===== src/rtl/alu_arbiter_pkg.sv =====
// Shared definitions for the two-port ALU arbiter: opcodes, FSM encoding,
// flag bit positions and the latched request record.
package alu_arbiter_pkg;

  localparam logic [2:0] OP_AND = 3'd0;
  localparam logic [2:0] OP_OR  = 3'd1;
  localparam logic [2:0] OP_ADD = 3'd2;
  localparam logic [2:0] OP_SUB = 3'd6;
  localparam logic [2:0] OP_SLT = 3'd7;

  localparam logic [1:0] ST_IDLE = 2'd0;
  localparam logic [1:0] ST_EXEC = 2'd1;
  localparam logic [1:0] ST_RESP = 2'd2;

  // rsp_flags = {V, eq, lt, Cout}
  localparam int FLAG_COUT = 0;
  localparam int FLAG_LT   = 1;
  localparam int FLAG_EQ   = 2;
  localparam int FLAG_V    = 3;

  typedef struct packed {
    logic [2:0]  op;
    logic [15:0] x;
    logic [15:0] y;
  } alu_req_t;

endpackage


===== src/rtl/alu_arbiter_if.sv =====
// Request/response bundle between two ALU requesters and the arbiter.
interface alu_arbiter_if;

  logic [1:0]  req_valid;
  logic [1:0]  req_ready;
  logic [2:0]  req_op0;
  logic [2:0]  req_op1;
  logic [15:0] req_x0;
  logic [15:0] req_x1;
  logic [15:0] req_y0;
  logic [15:0] req_y1;
  logic [1:0]  rsp_valid;
  logic [1:0]  rsp_ready;
  logic [15:0] rsp_data;
  logic [3:0]  rsp_flags;
  logic        rsp_err;
  logic        busy;

  modport master (
    output req_valid, req_op0, req_op1, req_x0, req_x1, req_y0, req_y1, rsp_ready,
    input  req_ready, rsp_valid, rsp_data, rsp_flags, rsp_err, busy
  );

  modport slave (
    input  req_valid, req_op0, req_op1, req_x0, req_x1, req_y0, req_y1, rsp_ready,
    output req_ready, rsp_valid, rsp_data, rsp_flags, rsp_err, busy
  );

endinterface


===== src/rtl/alu_arbiter_alu.sv =====
// Team 16-bit combinational ALU. eq/lt always come from the subtract path;
// lt is the unsigned compare (borrow), Cout follows the x + ~y + 1 convention.
module ALU
  import alu_arbiter_pkg::*;
(
  input  logic [2:0]  op,
  input  logic [15:0] x,
  input  logic [15:0] y,
  output logic [15:0] result,
  output logic        cout,
  output logic        ovf,
  output logic        eq,
  output logic        lt
);

  logic [16:0] add_sum;
  logic [16:0] sub_sum;
  logic        add_ovf;
  logic        sub_ovf;

  assign add_sum = {1'b0, x} + {1'b0, y};
  assign sub_sum = {1'b0, x} + {1'b0, ~y} + 17'd1;

  assign add_ovf = (x[15] == y[15]) && (add_sum[15] != x[15]);
  assign sub_ovf = (x[15] != y[15]) && (sub_sum[15] != x[15]);

  assign eq = (sub_sum[15:0] == 16'h0000);
  assign lt = ~sub_sum[16];

  // Carry/overflow are raw here; the arbiter decides when they are meaningful.
  assign cout = (op == OP_ADD) ? add_sum[16] : sub_sum[16];
  assign ovf  = (op == OP_ADD) ? add_ovf : sub_ovf;

  always_comb begin
    result = 16'h0000;
    case (op)
      OP_AND:  result = x & y;
      OP_OR:   result = x | y;
      OP_ADD:  result = add_sum[15:0];
      OP_SUB:  result = sub_sum[15:0];
      OP_SLT:  result = {16{lt}};
      default: result = 16'h0000;
    endcase
  end

endmodule


===== src/rtl/alu_arbiter.sv =====
// Two-port round-robin arbiter in front of one shared ALU:
// IDLE grants a request, EXEC computes and registers, RESP holds until taken.
module alu_arbiter
  import alu_arbiter_pkg::*;
#(
  parameter int RR_INIT = 0
) (
  input logic          clk,
  input logic          reset_n,
  alu_arbiter_if.slave bus
);

  logic [1:0]  state_q, state_d;
  logic        prio_q, prio_d;
  logic        owner_q, owner_d;
  alu_req_t    req_q, req_d;
  logic [15:0] data_q, data_d;
  logic [3:0]  flags_q, flags_d;
  logic        err_q, err_d;

  alu_req_t    req0;
  alu_req_t    req1;
  logic [1:0]  grant;
  logic        op_legal;
  logic        op_arith;
  logic [15:0] alu_result;
  logic        alu_cout;
  logic        alu_ovf;
  logic        alu_eq;
  logic        alu_lt;
  logic [3:0]  flags_calc;

  assign req0.op = bus.req_op0;
  assign req0.x  = bus.req_x0;
  assign req0.y  = bus.req_y0;
  assign req1.op = bus.req_op1;
  assign req1.x  = bus.req_x1;
  assign req1.y  = bus.req_y1;

  always_comb begin
    grant = 2'b00;
    case (bus.req_valid)
      2'b01:   grant = 2'b01;
      2'b10:   grant = 2'b10;
      2'b11:   grant = prio_q ? 2'b10 : 2'b01;
      default: grant = 2'b00;
    endcase
  end

  ALU u_alu (
    .op     (req_q.op),
    .x      (req_q.x),
    .y      (req_q.y),
    .result (alu_result),
    .cout   (alu_cout),
    .ovf    (alu_ovf),
    .eq     (alu_eq),
    .lt     (alu_lt)
  );

  always_comb begin
    op_legal = 1'b0;
    case (req_q.op)
      OP_AND, OP_OR, OP_ADD, OP_SUB, OP_SLT: op_legal = 1'b1;
      default:                               op_legal = 1'b0;
    endcase
  end

  assign op_arith = (req_q.op == OP_ADD) || (req_q.op == OP_SUB);

  always_comb begin
    flags_calc            = 4'h0;
    flags_calc[FLAG_EQ]   = alu_eq;
    flags_calc[FLAG_LT]   = alu_lt;
    flags_calc[FLAG_COUT] = op_arith & alu_cout;
    flags_calc[FLAG_V]    = op_arith & alu_ovf;
  end

  always_comb begin
    state_d = state_q;
    prio_d  = prio_q;
    owner_d = owner_q;
    req_d   = req_q;
    data_d  = data_q;
    flags_d = flags_q;
    err_d   = err_q;
    case (state_q)
      ST_IDLE: begin
        if (grant != 2'b00) begin
          owner_d = grant[1];
          req_d   = grant[1] ? req1 : req0;
          state_d = ST_EXEC;
        end
      end
      ST_EXEC: begin
        data_d  = op_legal ? alu_result : 16'h0000;
        flags_d = op_legal ? flags_calc : 4'h0;
        err_d   = ~op_legal;
        state_d = ST_RESP;
      end
      ST_RESP: begin
        // Only the owner's rsp_ready completes the transfer.
        if (bus.rsp_ready[owner_q]) begin
          state_d = ST_IDLE;
          prio_d  = ~owner_q;
        end
      end
      default: state_d = ST_IDLE;
    endcase
  end

  always_ff @(posedge clk) begin
    if (!reset_n) begin
      state_q <= ST_IDLE;
      prio_q  <= (RR_INIT != 0);
      owner_q <= 1'b0;
      req_q   <= '0;
      data_q  <= 16'h0000;
      flags_q <= 4'h0;
      err_q   <= 1'b0;
    end else begin
      state_q <= state_d;
      prio_q  <= prio_d;
      owner_q <= owner_d;
      req_q   <= req_d;
      data_q  <= data_d;
      flags_q <= flags_d;
      err_q   <= err_d;
    end
  end

  assign bus.req_ready = (state_q == ST_IDLE && reset_n) ? grant : 2'b00;
  assign bus.rsp_valid = (state_q == ST_RESP) ? (owner_q ? 2'b10 : 2'b01) : 2'b00;
  assign bus.rsp_data  = data_q;
  assign bus.rsp_flags = flags_q;
  assign bus.rsp_err   = err_q;
  assign bus.busy      = (state_q != ST_IDLE);

endmodule


===== src/flat_wrapper.sv =====
// flat-port wrapper written by rule: the top's interface ports become plain ports
module alu_arbiter_flat import alu_arbiter_pkg::*;
#(
  parameter int RR_INIT = 0
)
  (clk, reset_n, bus_req_valid, bus_req_op0, bus_req_op1, bus_req_x0, bus_req_x1, bus_req_y0, bus_req_y1, bus_rsp_ready, bus_req_ready, bus_rsp_valid, bus_rsp_data, bus_rsp_flags, bus_rsp_err, bus_busy);
  alu_arbiter_if bus_i ();
  input logic clk;
  input logic reset_n;
  input wire logic [$bits(bus_i.req_valid)-1:0] bus_req_valid;
  input wire logic [$bits(bus_i.req_op0)-1:0] bus_req_op0;
  input wire logic [$bits(bus_i.req_op1)-1:0] bus_req_op1;
  input wire logic [$bits(bus_i.req_x0)-1:0] bus_req_x0;
  input wire logic [$bits(bus_i.req_x1)-1:0] bus_req_x1;
  input wire logic [$bits(bus_i.req_y0)-1:0] bus_req_y0;
  input wire logic [$bits(bus_i.req_y1)-1:0] bus_req_y1;
  input wire logic [$bits(bus_i.rsp_ready)-1:0] bus_rsp_ready;
  output wire logic [$bits(bus_i.req_ready)-1:0] bus_req_ready;
  output wire logic [$bits(bus_i.rsp_valid)-1:0] bus_rsp_valid;
  output wire logic [$bits(bus_i.rsp_data)-1:0] bus_rsp_data;
  output wire logic [$bits(bus_i.rsp_flags)-1:0] bus_rsp_flags;
  output wire logic [$bits(bus_i.rsp_err)-1:0] bus_rsp_err;
  output wire logic [$bits(bus_i.busy)-1:0] bus_busy;
  assign bus_i.req_valid = bus_req_valid;
  assign bus_i.req_op0 = bus_req_op0;
  assign bus_i.req_op1 = bus_req_op1;
  assign bus_i.req_x0 = bus_req_x0;
  assign bus_i.req_x1 = bus_req_x1;
  assign bus_i.req_y0 = bus_req_y0;
  assign bus_i.req_y1 = bus_req_y1;
  assign bus_i.rsp_ready = bus_rsp_ready;
  assign bus_req_ready = bus_i.req_ready;
  assign bus_rsp_valid = bus_i.rsp_valid;
  assign bus_rsp_data = bus_i.rsp_data;
  assign bus_rsp_flags = bus_i.rsp_flags;
  assign bus_rsp_err = bus_i.rsp_err;
  assign bus_busy = bus_i.busy;
  alu_arbiter #(.RR_INIT(RR_INIT)) u_core (.clk(clk), .reset_n(reset_n), .bus(bus_i));
endmodule

===== config.mk =====
export PLATFORM = sky130hd
export DESIGN_NAME = alu_arbiter_flat
export DESIGN_NICKNAME = d
export VERILOG_FILES = /design/src/rtl/alu_arbiter_pkg.sv /design/src/rtl/alu_arbiter_if.sv /design/src/rtl/alu_arbiter_alu.sv /design/src/rtl/alu_arbiter.sv /design/src/flat_wrapper.sv
export SDC_FILE = /design/constraint.sdc
export NUM_CORES = 1
export LEC_CHECK = 0
export BUFFER_PORTS_ARGS = -buffer_cell sky130_fd_sc_hd__buf_2
export CORE_ASPECT_RATIO = 0.9
export CORE_MARGIN = 2
export CORE_UTILIZATION = 27
export DETAILED_ROUTE_END_ITERATION = 7
export PLACE_DENSITY_LB_ADDON = 0.12
export SLEW_MARGIN = 20
export SYNTH_ARGS = -nofsm -noshare
export SYNTH_HDL_FRONTEND = slang
export SYNTH_HIERARCHICAL = 1
export SYNTH_SLANG_ARGS = --single-unit

===== constraint.sdc =====
create_clock -name clk -period 2.6 [get_ports clk]
set_input_delay 0.39 -clock clk [delete_from_list [all_inputs] [get_ports clk]]
set_output_delay 0.39 -clock clk [all_outputs]
set_load 0.005 [all_outputs]

-- Word level (Yosys, flattened, before mapping)
Cells that the tools add are included.
- register bits after elaboration: 60
- input bits: 76
- output and inout port bits: 26
- word-level logic and storage cells: 66
- $add $sub $neg: 3
- $lt $le $gt $ge: 1
- eq/ne operators: 15
- multiplexer cells: 17
- bitwise logic cells: 8
- reductions and logical operators: 13
- operators by type and width (operator ; count):
    one-hot mux 16 bit (5 select lines) ; 1
    2-to-1 mux 35 bit ; 1
    adder 16 x 16 -> 17 bit ; 2
    adder 17 x 1 -> 17 bit (second input constant) ; 1
    AND 16 bit ; 1
    logical NOT 16 bit ; 1
    2-to-1 mux 16 bit ; 1
    inverter 16 bit ; 1
    bitwise OR 16 bit ; 1
    2-to-1 mux 2 bit ; 6
    one-hot mux 2 bit (3 select lines) ; 2
    equality test 2 bit (second input constant) ; 3
    equality test 3 bit (second input constant) ; 2
    AND reduction 2 bit ; 3
    2-to-1 mux 1 bit ; 5
    OR reduction 5 bit ; 1
    equality test 2 x 1 -> 1 bit (second input constant) ; 2
    2-to-1 mux 4 bit ; 1
    inequality test 2 x 1 -> 1 bit (second input constant) ; 2
    nonzero test 2 bit ; 2
    equality test 3 x 1 -> 1 bit (second input constant) ; 1
    equality test 3 x 2 -> 1 bit (second input constant) ; 1
    logical AND 1 bit ; 3
    logical NOT 3 bit ; 1
    other kinds (7) ; 12

-- Depth between registers and ports, before layout
- depth in word-level cells: 8
- mapped depth: 12
- depth with buffers taken out: 12

-- By module
Netlist, hierarchy kept.
- by module, submodules not included (module ; instances ; cells an instance ; area each (sq um) ; sequential area each (sq um)):
    alu_arbiter ; 1 ; 291 ; 2844.0 ; 1201.2
    ALU ; 1 ; 364 ; 2603.7 ; 0.0

-- Worst setup path before layout
No wires, ideal clock.
- kind: reg2reg
- start: register u_core/req_q[16] (netlist bit)
- end: register u_core.data_q[14], in the netlist u_core/bus.rsp_data[14]
- library setup time: 0.117 ns
- arrival: 2.527 ns
- required time: 2.483 ns
- setup slack: -0.044 ns
- cell stages (with the launch flop): 12
- path buffers: 0
- period minus slack after synthesis: 2.644 ns
- path through: dfxtp_1 inv_1 ha_1 fa_1 o21ba_1 or4_1 o211ai_2 a21oi_2 o21bai_2 xnor2_1 a221o_1 a22o_1
- word-level cells in the longest chain between the ends: 5
- elaborated cells between the ends (all ways): 6
- those cells by class: 3 x add/sub; 2 x mux; 1 x bitwise
- RTL lines (what ; RTL line ; text):
    from (decl) ; alu_arbiter.sv:16 ; alu_req_t req_q, req_d;
    from (signal assigned) ; alu_arbiter.sv:125 ; req_q <= req_d;
    adder 16 x 16 -> 17 bit ; alu_arbiter_alu.sv:22 ; assign sub_sum = {1'b0, x} + {1'b0, ~y} + 17'd1;
    adder 17 x 1 -> 17 bit ; alu_arbiter_alu.sv:22 ;
    inverter 1 bit ; alu_arbiter_alu.sv:28 ; assign lt = ~sub_sum[16];
    one-hot mux 16 bit (5 select lines) (*) ; alu_arbiter_alu.sv:36 ; case (op)
    net u_core.alu_result[14] ; alu_arbiter.sv:26 ; logic [15:0] alu_result;
    2-to-1 mux 16 bit (*) ; alu_arbiter.sv:96 ; data_d = op_legal ? alu_result : 16'h0000;
    to (signal assigned) ; alu_arbiter.sv:126 ; data_q <= data_d;
    to (decl) ; alu_arbiter.sv:17 ; logic [15:0] data_q, data_d;
Mark *: on every way through the listed nets, which the timed path passes. The rest lies on a longest branch.
A chain may end at the register's enable or synchronous reset.

-- Worst setup path after layout
Same ends and word-level chain as after synthesis.

==> impl_metrics.yaml <==
status:
  status: "finished, violations left"
  violations: "setup timing"
layout:
  layout.nets: 948
  n_antenna_cell: 0
  final_cells: 1080
  drive_above_1_share: 0.372
  final_common_cell: "buf_4"
  areaGrowthSynthToFinish_pct: 38.8
  final_cell_mix: "106 x buf_4, 101 x buf_2, 55 x dfxtp_1"
worst_setup_path:
  path_cells: "inv_4, ha_4, fa_2, o21ba_1, or4_4, o211ai_4, a21oi_2, o21bai_2, xnor2_1, a221o_1, a22o_1"
  worst-path-max-fanout: 3
  arrival_ns: 2.91
  endpoint_kind: "register"
  critPathRequiredTime_ns: 2.83
  reg2reg_depth: 11
  crit_slowest_cell: "or4_4"
  start_kind: "register"
  crit_type: "register to register"
  critPathMaxStageDelay_ns: 0.43
  critical_path_buf_inv_count: 1
  path_delay_family: "compound AO/OA/AOI/OAI gates"
  cp.depth: 11
floorplanning:
  die_w_microns: 154
  row_count: 49
  dieArea_sq_um: 21300
  die_h_microns: 139
  core_area_sq_um: 19900
  initial_utilization: 0.274
  io_pins: 102
timing:
  drv_slew: 0
  setup_ws_ns: -0.0889
  rsz0062_at_grt: "yes"
  worst_pin_slew_ns: 0.918
  min_period_ns: 2.69
  slew_headroom: 0.387
  skew_ns: 0.0131
  max_freq_mhz: 372
  hold_slack_ns: 0.270
  fin_crit_sh: 1.03
  setup_viol: 8
  hold_viol_final: 0
global_route:
  antenna_found_initial: 0
  grt_pass1_wl_microns: 32300
  grt-ovfl-total: 0
  grt_pass1_vias: 5599
  grt_max_degree: 72
  grt.total_usage: 0.189
cts:
  cts_buffers: 9
  cts.sinks: 60
  cts_tree: "built"
  clockRootBuffer: "clkbuf_16"
  htreeDepth: 3
  cts.path.max_buffers: 2
  clkTransAtPathRegs_ns: 0.06
  hold_buffers: 0
  clock_latency_ns: 0.34
route:
  post_drt_wl_per_cell_microns: 18.8
  first_pass_iters: 4
  wl_microns: 20300
  drt-initial-drc-count: 260
  antenna_left: 0
  drc: 0
  via_per_inst: 5.03
  dr_total_vias: 5432
placed_design:
  io_buffers: 101
  placed_cells: 1058
  detailedPlacementHpwl_microns: 16200
  gp_congestion: 0.929
yosys:
  synth-async-reset-ratio: 0
  synth_area_leaders: "dfxtp_1 22%, ha_1 11%, o311a_1 6.4%"
  post-synth-top-area-cell: "dfxtp_1"
  synth_flop_cell: "dfxtp_1"
  synth_top_area_share: 0.220
  synth_edf_count: 0
  netlist_area_sq_um: 5450
  synth.ff_latch_count: 60
  syn_inst: 655
  yosysSeqAreaShare: 0.220
  yosysWarnings: 6
  yosys.cell_types.count: 70
  syn_area_per_cell_sq_um: 8.32
  synth_nets: 782
power_and_ir_drop:
  p_total_mw: 4.96
  powerDensity_nw_per_um2: 656
  p_leak_nw: 3.55
  ir_drop_mv: 0.249
hold_path:
  hold_path_class: "primary input to register"
  hold_depth: 2
flow_run:
  maxCapViolations: 0
worst register-to-register path, stage by stage (launching register included):
cell,delay (ns)
dfxtp_4,0.37
inv_4,0.04
ha_4,0.15
fa_2,0.36
o21ba_1,0.21
or4_4,0.43
o211ai_4,0.11
a21oi_2,0.09
o21bai_2,0.18
xnor2_1,0.09
a221o_1,0.35
a22o_1,0.20
through the flow:
step	setup WS [ns]	TNS, ns	util	instance area [sq um]
finish	-0.0889	-0.421	0.381	7560
CTS	-0.126	-0.272	0.368	7310
floorplan	0.0150	0	-	5450
detailed placement	-0.332	-3.00	0.342	6790
global route	-0.223	-1.76	0.381	7560
global placement	-0.324	-2.25	0.342	6790
layer usage:
metal,vias up,track usage,routed length (microns)
li1,2738,-,-
met1,2556,0.302,11300
met2,122,0.257,7980
met3,16,0.0372,842
met4,0,0.0401,210
met5,-,0,0
repair_timing:
item                                    4_1_cts  5_1_grt
setup buffers                                 2        4
gates cloned                                  0        1
endpoints found under the setup margin       19       19
gates resized for setup                      36       55
pin swaps                                    17       21
power breakdown:
group / internal, mW / switching [mW] / total (mW)
Clock: 0.883 / 0.441 / 1.32
Sequential: 1.01 / 0.0910 / 1.10
Combinational: 1.20 / 1.33 / 2.53
final cells by class:
type                            count  area, sq um
Fill cell                        2071        12300
Multi-Input combinational cell    482         4130
Timing Repair Buffer              211         1360
Sequential cell                    60         1220
Tap cell                          255          319
Clock buffer                       11          253
Inverter                           57          216
Clock inverter                      4         72.6
cells by family (layout without fill, tap and decap cells):
family / after synthesis / after routing / synth area share
buffers and inverters: 113 / 283 / 0.0905
AND/OR/NAND/NOR: 135 / 135 / 0.136
flip-flops: 60 / 60 / 0.220
XOR/XNOR: 24 / 24 / 0.0386
adder cells (fa/ha/maj): 51 / 51 / 0.120
AO/OA/AOI/OAI: 257 / 257 / 0.367
multiplexers: 15 / 15 / 0.0276
synthesized netlist by cell type (3+ instances only):
cell type,n
a211oi_1,10
a21boi_1,38
a21o_1,7
a21oi_1,24
a21oi_2,3
a221o_1,4
a22o_1,18
a22oi_1,3
a31oi_1,6
and2_1,6
and3_1,40
buf_1,3
buf_2,21
buf_4,5
buf_6,3
clkbuf_1,23
dfxtp_1,60
ha_1,49
inv_1,55
mux2i_1,15
nand2_1,20
nand2b_1,7
nand3_1,6
nor2_1,27
nor2b_1,8
nor4_1,3
o211ai_1,6
o21ai_0,23
o21bai_1,39
o221ai_1,8
o311a_1,35
o31ai_1,3
xnor2_1,22
state kept, by name, summed over array words and instances (netlist names):
name                  cells
u_core/bus.rsp_flags      4
u_core/prio_q             1
u_core/bus.rsp_data      16
u_core/owner_q            1
u_core/state_q            2
u_core/bus.rsp_err        1
u_core/req_q             35
path summary, 6_finish.rpt:
| kind | start | end | slack (ns) |
|---|---|---|---|
| max | u_core/req_q[16]$_SDFFE_PN0P_ | u_core/bus.rsp_data[14]$_SDFFE_PN0N_ | -0.09 |
| min | bus_rsp_ready[1] | u_core/prio_q$_SDFFE_PN0P_ | 0.27 |
| max reg2reg | u_core/req_q[16]$_SDFFE_PN0P_ | u_core/bus.rsp_data[14]$_SDFFE_PN0N_ | -0.09 |
| min reg2reg | u_core/bus.rsp_flags[0]$_SDFFE_PN0N_ | u_core/bus.rsp_flags[0]$_SDFFE_PN0N_ | 0.46 |
(Power assumes the default switching activity.)
